===== src/rtl/ins_decoder.sv =====
// rtl/ins_decoder.sv - instruction decoder/dispatcher for load, save, compute and config instructions.
// Optional opcode/layer-type legality checking is enabled by defining INS_DEC_CHECK_EN.
module ins_decoder #(
  parameter int INST_W = 64
) (
  input  logic              clk,
  input  logic              rst_n,
  input  logic              ins_valid,
  input  logic [INST_W-1:0] ins,
  output logic              ins_ready,
  output logic              rd_valid,
  input  logic              rd_ready,
  output logic [3:0]        rd_op,
  output logic [5:0]        rd_buf_id,
  output logic [7:0]        rd_size,
  output logic [31:0]       rd_addr,
  output logic              wr_valid,
  input  logic              wr_ready,
  output logic [3:0]        wr_op,
  output logic [5:0]        wr_buf_id,
  output logic [7:0]        wr_size,
  output logic [31:0]       wr_addr,
  output logic              ex_valid,
  input  logic              ex_ready,
  output logic [61:0]       ex_ins,
  input  logic              rd_busy,
  input  logic              wr_busy,
  input  logic              ex_busy,
  output logic [3:0]        layer_type,
  output logic [3:0]        in_seg,
  output logic [3:0]        out_seg,
  output logic [7:0]        in_img_w,
  output logic [7:0]        out_img_w,
  output logic              cfg_update,
  output logic              err_illegal
);

  typedef enum logic [1:0] {S_IDLE, S_ISSUE, S_CFG_WAIT} state_t;

  localparam logic [1:0] T_LOAD = 2'b00;
  localparam logic [1:0] T_SAVE = 2'b01;
  localparam logic [1:0] T_COMP = 2'b10;
  localparam logic [1:0] T_CFG  = 2'b11;

  state_t            state_q, state_d;
  logic [INST_W-1:0] ins_q, ins_d;
  logic [3:0]        layer_type_q, in_seg_q, out_seg_q;
  logic [7:0]        in_img_w_q, out_img_w_q;
  logic              cfg_update_q;
  logic              cfg_load;
  logic              err_set;
  logic              legal;
  logic [1:0]        type_q;

  assign type_q = ins_q[63:62];

`ifdef INS_DEC_CHECK_EN
  function automatic logic is_legal(input logic [1:0] t, input logic [3:0] op);
    case (t)
      T_LOAD:  is_legal = op inside {4'h0, 4'h2, 4'h4, 4'h5, 4'h6, 4'h7, 4'h8};
      T_SAVE:  is_legal = op inside {4'h0, 4'h2, 4'h3, 4'h4, 4'h5};
      T_CFG:   is_legal = (op <= 4'h5);
      default: is_legal = 1'b1;
    endcase
  endfunction

  logic err_q;

  assign legal       = is_legal(ins[63:62], ins[61:58]);
  assign err_illegal = err_q;

  always_ff @(posedge clk or negedge rst_n) begin
    if (!rst_n)       err_q <= 1'b0;
    else if (err_set) err_q <= 1'b1;
  end
`else
  assign legal       = 1'b1;
  assign err_illegal = 1'b0;
`endif

  always_comb begin
    state_d  = state_q;
    ins_d    = ins_q;
    cfg_load = 1'b0;
    err_set  = 1'b0;
    case (state_q)
      S_IDLE: begin
        if (ins_valid) begin
          if (legal) begin
            ins_d   = ins;
            state_d = (ins[63:62] == T_CFG) ? S_CFG_WAIT : S_ISSUE;
          end else begin
            err_set = 1'b1;
          end
        end
      end
      S_ISSUE: begin
        if ((type_q == T_LOAD && rd_ready) || (type_q == T_SAVE && wr_ready) ||
            (type_q == T_COMP && ex_ready))
          state_d = S_IDLE;
      end
      S_CFG_WAIT: begin
        // Config may only change once every unit has drained.
        if (!(rd_busy || wr_busy || ex_busy)) begin
          cfg_load = 1'b1;
          state_d  = S_IDLE;
        end
      end
      default: state_d = S_IDLE;
    endcase
  end

  always_ff @(posedge clk or negedge rst_n) begin
    if (!rst_n) begin
      state_q      <= S_IDLE;
      ins_q        <= '0;
      layer_type_q <= '0;
      in_seg_q     <= '0;
      out_seg_q    <= '0;
      in_img_w_q   <= '0;
      out_img_w_q  <= '0;
      cfg_update_q <= 1'b0;
    end else begin
      state_q      <= state_d;
      ins_q        <= ins_d;
      cfg_update_q <= cfg_load;
      if (cfg_load) begin
        layer_type_q <= ins_q[61:58];
        in_seg_q     <= ins_q[55:52];
        out_seg_q    <= ins_q[51:48];
        in_img_w_q   <= ins_q[47:40];
        out_img_w_q  <= ins_q[39:32];
      end
    end
  end

  assign ins_ready = (state_q == S_IDLE);
  assign rd_valid  = (state_q == S_ISSUE) && (type_q == T_LOAD);
  assign wr_valid  = (state_q == S_ISSUE) && (type_q == T_SAVE);
  assign ex_valid  = (state_q == S_ISSUE) && (type_q == T_COMP);

  assign rd_op     = ins_q[61:58];
  assign rd_buf_id = ins_q[57:52];
  assign rd_size   = ins_q[39:32];
  assign rd_addr   = ins_q[31:0];
  assign wr_op     = ins_q[61:58];
  assign wr_buf_id = ins_q[57:52];
  assign wr_size   = ins_q[39:32];
  assign wr_addr   = ins_q[31:0];
  assign ex_ins    = ins_q[61:0];

  assign layer_type = layer_type_q;
  assign in_seg     = in_seg_q;
  assign out_seg    = out_seg_q;
  assign in_img_w   = in_img_w_q;
  assign out_img_w  = out_img_w_q;
  assign cfg_update = cfg_update_q;

endmodule


===== config.mk =====
export PLATFORM = sky130hd
export DESIGN_NAME = ins_decoder
export DESIGN_NICKNAME = d
export VERILOG_FILES = /design/src/rtl/ins_decoder.sv
export SDC_FILE = /design/constraint.sdc
export NUM_CORES = 1
export LEC_CHECK = 0
export BUFFER_PORTS_ARGS = -buffer_cell sky130_fd_sc_hd__buf_2
export CELL_PAD_IN_SITES_DETAIL_PLACEMENT = 0
export CELL_PAD_IN_SITES_GLOBAL_PLACEMENT = 1
export CORE_AREA = 2 2 123 125
export CTS_CLUSTER_DIAMETER = 120
export DETAILED_ROUTE_END_ITERATION = 10
export DIE_AREA = 0 0 125 127
export PLACE_DENSITY_LB_ADDON = 0.1
export SYNTH_ARGS = -nofsm -noshare
export SYNTH_HDL_FRONTEND = slang
export SYNTH_SLANG_ARGS = --single-unit

===== constraint.sdc =====
create_clock -name clk -period 2.1 [get_ports clk]
set_input_delay 0.105 -clock clk [delete_from_list [all_inputs] [get_ports clk]]
set_output_delay 0.105 -clock clk [all_outputs]
set_load 0.03 [all_outputs]

==> Flow_metrics.wiki <==
{| class="wikitable"
! Metric !! Value
|-
| TritonCTS buffer count || 9
|-
| Max Root-Sink Buffers || 2
|-
| Count of inserted antenna diode cells || 0
|-
| Number of setup buffers added after CTS || 0
|-
| Count leader, synth || sky130_fd_sc_hd__buf_4
|-
| Post-DR wirelength/cell || 13.5 um
|-
| Critical Path End Type || flip-flop
|-
| Max-capacitance violation count || 0
|-
| Required arrival time at the worst endpoint || 2.33 ns
|-
| Area Growth Syn to Fin || 28.6%
|-
| Effective utilization at floorplan || 33.6%
|-
| Core box area || 14,400 um2
|-
| Clock transition time at the flip-flop clock pins of the worst setup and hold paths || 0.07 ns
|-
| Yosys synthesis warning count || 0
|-
| Library cell occupying the most area in the post-synthesis netlist || sky130_fd_sc_hd__dfrtp_1
|-
| Count of vias placed by the detailed router || 3,091
|-
| Setup clock skew after layout || 0.00431 ns
|-
| Max stage delay on crit path || 0.47 ns
|-
| Clock sink total || 95
|-
| Synthesized netlist cell count || 379
|-
| Post-synthesis average cell area || 12.8 um2
|-
| Instance area at placement || 5200 um2
|-
| Final worst-path cycle share || 78.6%
|-
| Kind of critical path || reg -> reg
|-
| Synth Cell Area || 4850 um2
|-
| Distinct cell type count of the synthesized netlist || 21
|-
| Data arrival time of the worst path || 1.88 ns
|-
| Sequential-to-total area share from yosys stat || 49.1%
|-
| List of most frequent post-synthesis cells || sky130_fd_sc_hd__buf_4, sky130_fd_sc_hd__dfrtp_1, sky130_fd_sc_hd__mux2_2, sky130_fd_sc_hd__mux2_4, sky130_fd_sc_hd__buf_2
|-
| Violation count after the first detailed-routing iteration || 43
|-
| Synthesized net count || 452
|-
| Total DRC errors in the routed layout || 0
|-
| Peak clock frequency supported by timing || 606 MHz
|-
| Die boundary width || 125 um
|-
| Global placer's final weighted congestion || 0.707
|-
| Post-synth top area share || 49.1%
|-
| Count of flip-flops with a built-in enable after synthesis || 0
|-
| Nature of the critical path startpoint || flip-flop
|-
| Cell-by-cell listing of the critical path || or3b_2 -> buf_4 -> mux2_4
|-
| Worst min-delay path category || in -> reg
|-
| Finished layout cell area || 6230 um2
|-
| Setup repair after global routing missed its margin || false
|-
| Via count of the first global-routing pass || 3,114
|-
| HPWL after detailed placement || 6960 um
|-
| Max-Slew Margin vs Limit || 64.3%
|-
| Vias/cell || 4.17
|-
| Die Height || 127 um
|-
| Worst path setup slack after routing || 0.450 ns
|-
| Largest driver fanout on the critical path || 29
|-
| Layout Utilization || 43.2%
|-
| ANT nets after route || 0
|-
| Shortest clock period the worst path allows after layout || 1.65 ns
|-
| Share of cells above drive strength 1 || 68.5%
|-
| Total of buffers placed on input and output ports || 267
|-
| Final-report max-slew violation count || 0
|-
| Antenna violations before repair || 0
|-
| Proportion of register bits with asynchronous set or reset after synthesis || 100%
|-
| Count of standard-cell rows || 44
|-
| Largest net degree at the start of global routing || 46
|-
| Worst Tran Pin Value || 0.536 ns
|-
| Most used flip-flop cell after synthesis || sky130_fd_sc_hd__dfrtp_1
|-
| Length of the first detailed-routing pass in iterations || 4
|-
| Summed negative setup slack over all endpoints || 0 ns
|-
| Die Area || 15,900 um2
|-
| Number of synthesized register bits || 95
|-
| H-Tree Depth || 3
|-
| Root buffer cell || sky130_fd_sc_hd__clkbuf_16
|-
| CTS tree || yes
|-
| Total wirelength of the detailed-routed design || 10,000 um
|-
| # IOs || 269
|-
| Number of nets in the layout || 626
|-
| Quantity of gates resized following cts || 0
|-
| Slowest-stage cell, CP || sky130_fd_sc_hd__or3b_2
|-
| First-pass GRT wire length || 15,900 um
|-
| Global-route congestion overflow total || 0
|-
| Clock latency on the worst-skew pair || 0.34 ns
|-
| Run status || complete, no violations
|-
| Total Routing Usage GR || 12.6%
|-
| Final setup viols || 0
|-
| Endpoints failing hold || 0
|-
| Cell types with the largest area share after synthesis || sky130_fd_sc_hd__dfrtp_1, sky130_fd_sc_hd__buf_4, sky130_fd_sc_hd__mux2_2, sky130_fd_sc_hd__mux2_4, sky130_fd_sc_hd__buf_2
|-
| Worst slack at placement || 0.290 ns
|}
==> path summary, 6_finish.rpt <==
| path | cells after the start | start | endpoint | slack (ns) |
|---|---|---|---|---|
| setup reg to reg | 3 | state_q[0]$_DFFE_PN0P_ | in_seg[1]$_DFFE_PN0P_ | 0.45 |
| setup / recovery | 3 | state_q[0]$_DFFE_PN0P_ | in_seg[1]$_DFFE_PN0P_ | 0.45 |
| max in group asynchronous | 3 | rst_n | ins_q[0]$_DFFE_PN0P_ | 1.18 |
| hold / removal | 2 | ins[63] | ins_q[63]$_DFFE_PN0P_ | 0.04 |
| hold reg to reg | 1 | in_img_w[5]$_DFFE_PN0P_ | in_img_w[5]$_DFFE_PN0P_ | 0.50 |
| min in group asynchronous | 2 | rst_n | ins_q[1]$_DFFE_PN0P_ | 0.27 |
==> cells by family after synthesis <==
group	after synthesis	share of synthesized area, %
buf+inv	174	26.6
simple gates	14	1.76
other cells	1	0.0774
flops	95	49.1
compound gates	2	0.258
mux	93	22.3
==> final cells by class <==
type	instances	area, um2
fill	1365	8190
sequential	95	2380
timing repair buffer	336	2040
multi-input combinational	110	1190
tap	184	230
clock buffer	9	225
clock inverter	7	166
inverter	1	3.75
==> metal layers <==
layer	global-route usage [%]	vias up	part of all wire [%]	wire (um)
li1	-	1435	-	-
met1	14.1	1493	39	3900
met2	22.2	155	51	5150
met3	5.15	8	8.7	869
met4	3.92	0	1.2	119
met5	0	-	0	0
==> state kept, by name (all words and copies together) (netlist names) <==
signal,flops
ins_q,64
in_img_w,8
out_img_w,8
in_seg,4
layer_type,4
out_seg,4
state_q,2
cfg_update,1
==> cells in the final DEF (no fill, tap or decap) <==
| cell type | n |
|---|---|
| sky130_fd_sc_hd__nor3_1 | 1 |
| sky130_fd_sc_hd__nor2_1 | 2 |
| sky130_fd_sc_hd__mux2i_1 | 1 |
| sky130_fd_sc_hd__and3b_1 | 1 |
| sky130_fd_sc_hd__mux2_2 | 83 |
| sky130_fd_sc_hd__nand4b_1 | 1 |
| sky130_fd_sc_hd__conb_1 | 1 |
| sky130_fd_sc_hd__nand2_1 | 3 |
| sky130_fd_sc_hd__inv_6 | 1 |
| sky130_fd_sc_hd__dfrtp_1 | 95 |
| sky130_fd_sc_hd__clkbuf_16 | 9 |
| sky130_fd_sc_hd__buf_4 | 4 |
| sky130_fd_sc_hd__bufinv_16 | 5 |
| sky130_fd_sc_hd__o31ai_1 | 1 |
| sky130_fd_sc_hd__mux2_4 | 9 |
| sky130_fd_sc_hd__buf_12 | 2 |
| sky130_fd_sc_hd__a21oi_1 | 1 |
| sky130_fd_sc_hd__clkinvlp_4 | 1 |
| sky130_fd_sc_hd__buf_2 | 266 |
| sky130_fd_sc_hd__nor3b_1 | 2 |
| sky130_fd_sc_hd__or3b_2 | 1 |
| sky130_fd_sc_hd__inv_1 | 1 |
| sky130_fd_sc_hd__nor3b_2 | 1 |
| sky130_fd_sc_hd__dlygate4sd3_1 | 64 |
| sky130_fd_sc_hd__or3_1 | 1 |
| sky130_fd_sc_hd__nand2b_1 | 1 |
==> critical path, delay by kind of cell (launching register included) <==
| family | cells | cell delay [ns] |
|---|---|---|
| flip-flops | 1 | 0.42 |
| buffers and inverters | 1 | 0.29 |
| multiplexers | 1 | 0.35 |
| AND/OR/NAND/NOR | 1 | 0.47 |
==> through the flow <==
stage                     instances  hold slack [ns]
after floorplan                 379           -0.191
after global placement          662            0.126
after detailed placement        662            0.130
after CTS                       742          0.00954
after global routing            742           0.0257
final                           742           0.0351
==> timing repair <==
item	4_1_cts	5_1_grt
hold buffers	64	0
endpoints found under the setup margin	0	0
hold endpoints to repair	101	0
Power is left out: the tool's default activity adds up to more than one toggle a clock period on the data nets, which glitch-free logic cannot reach.
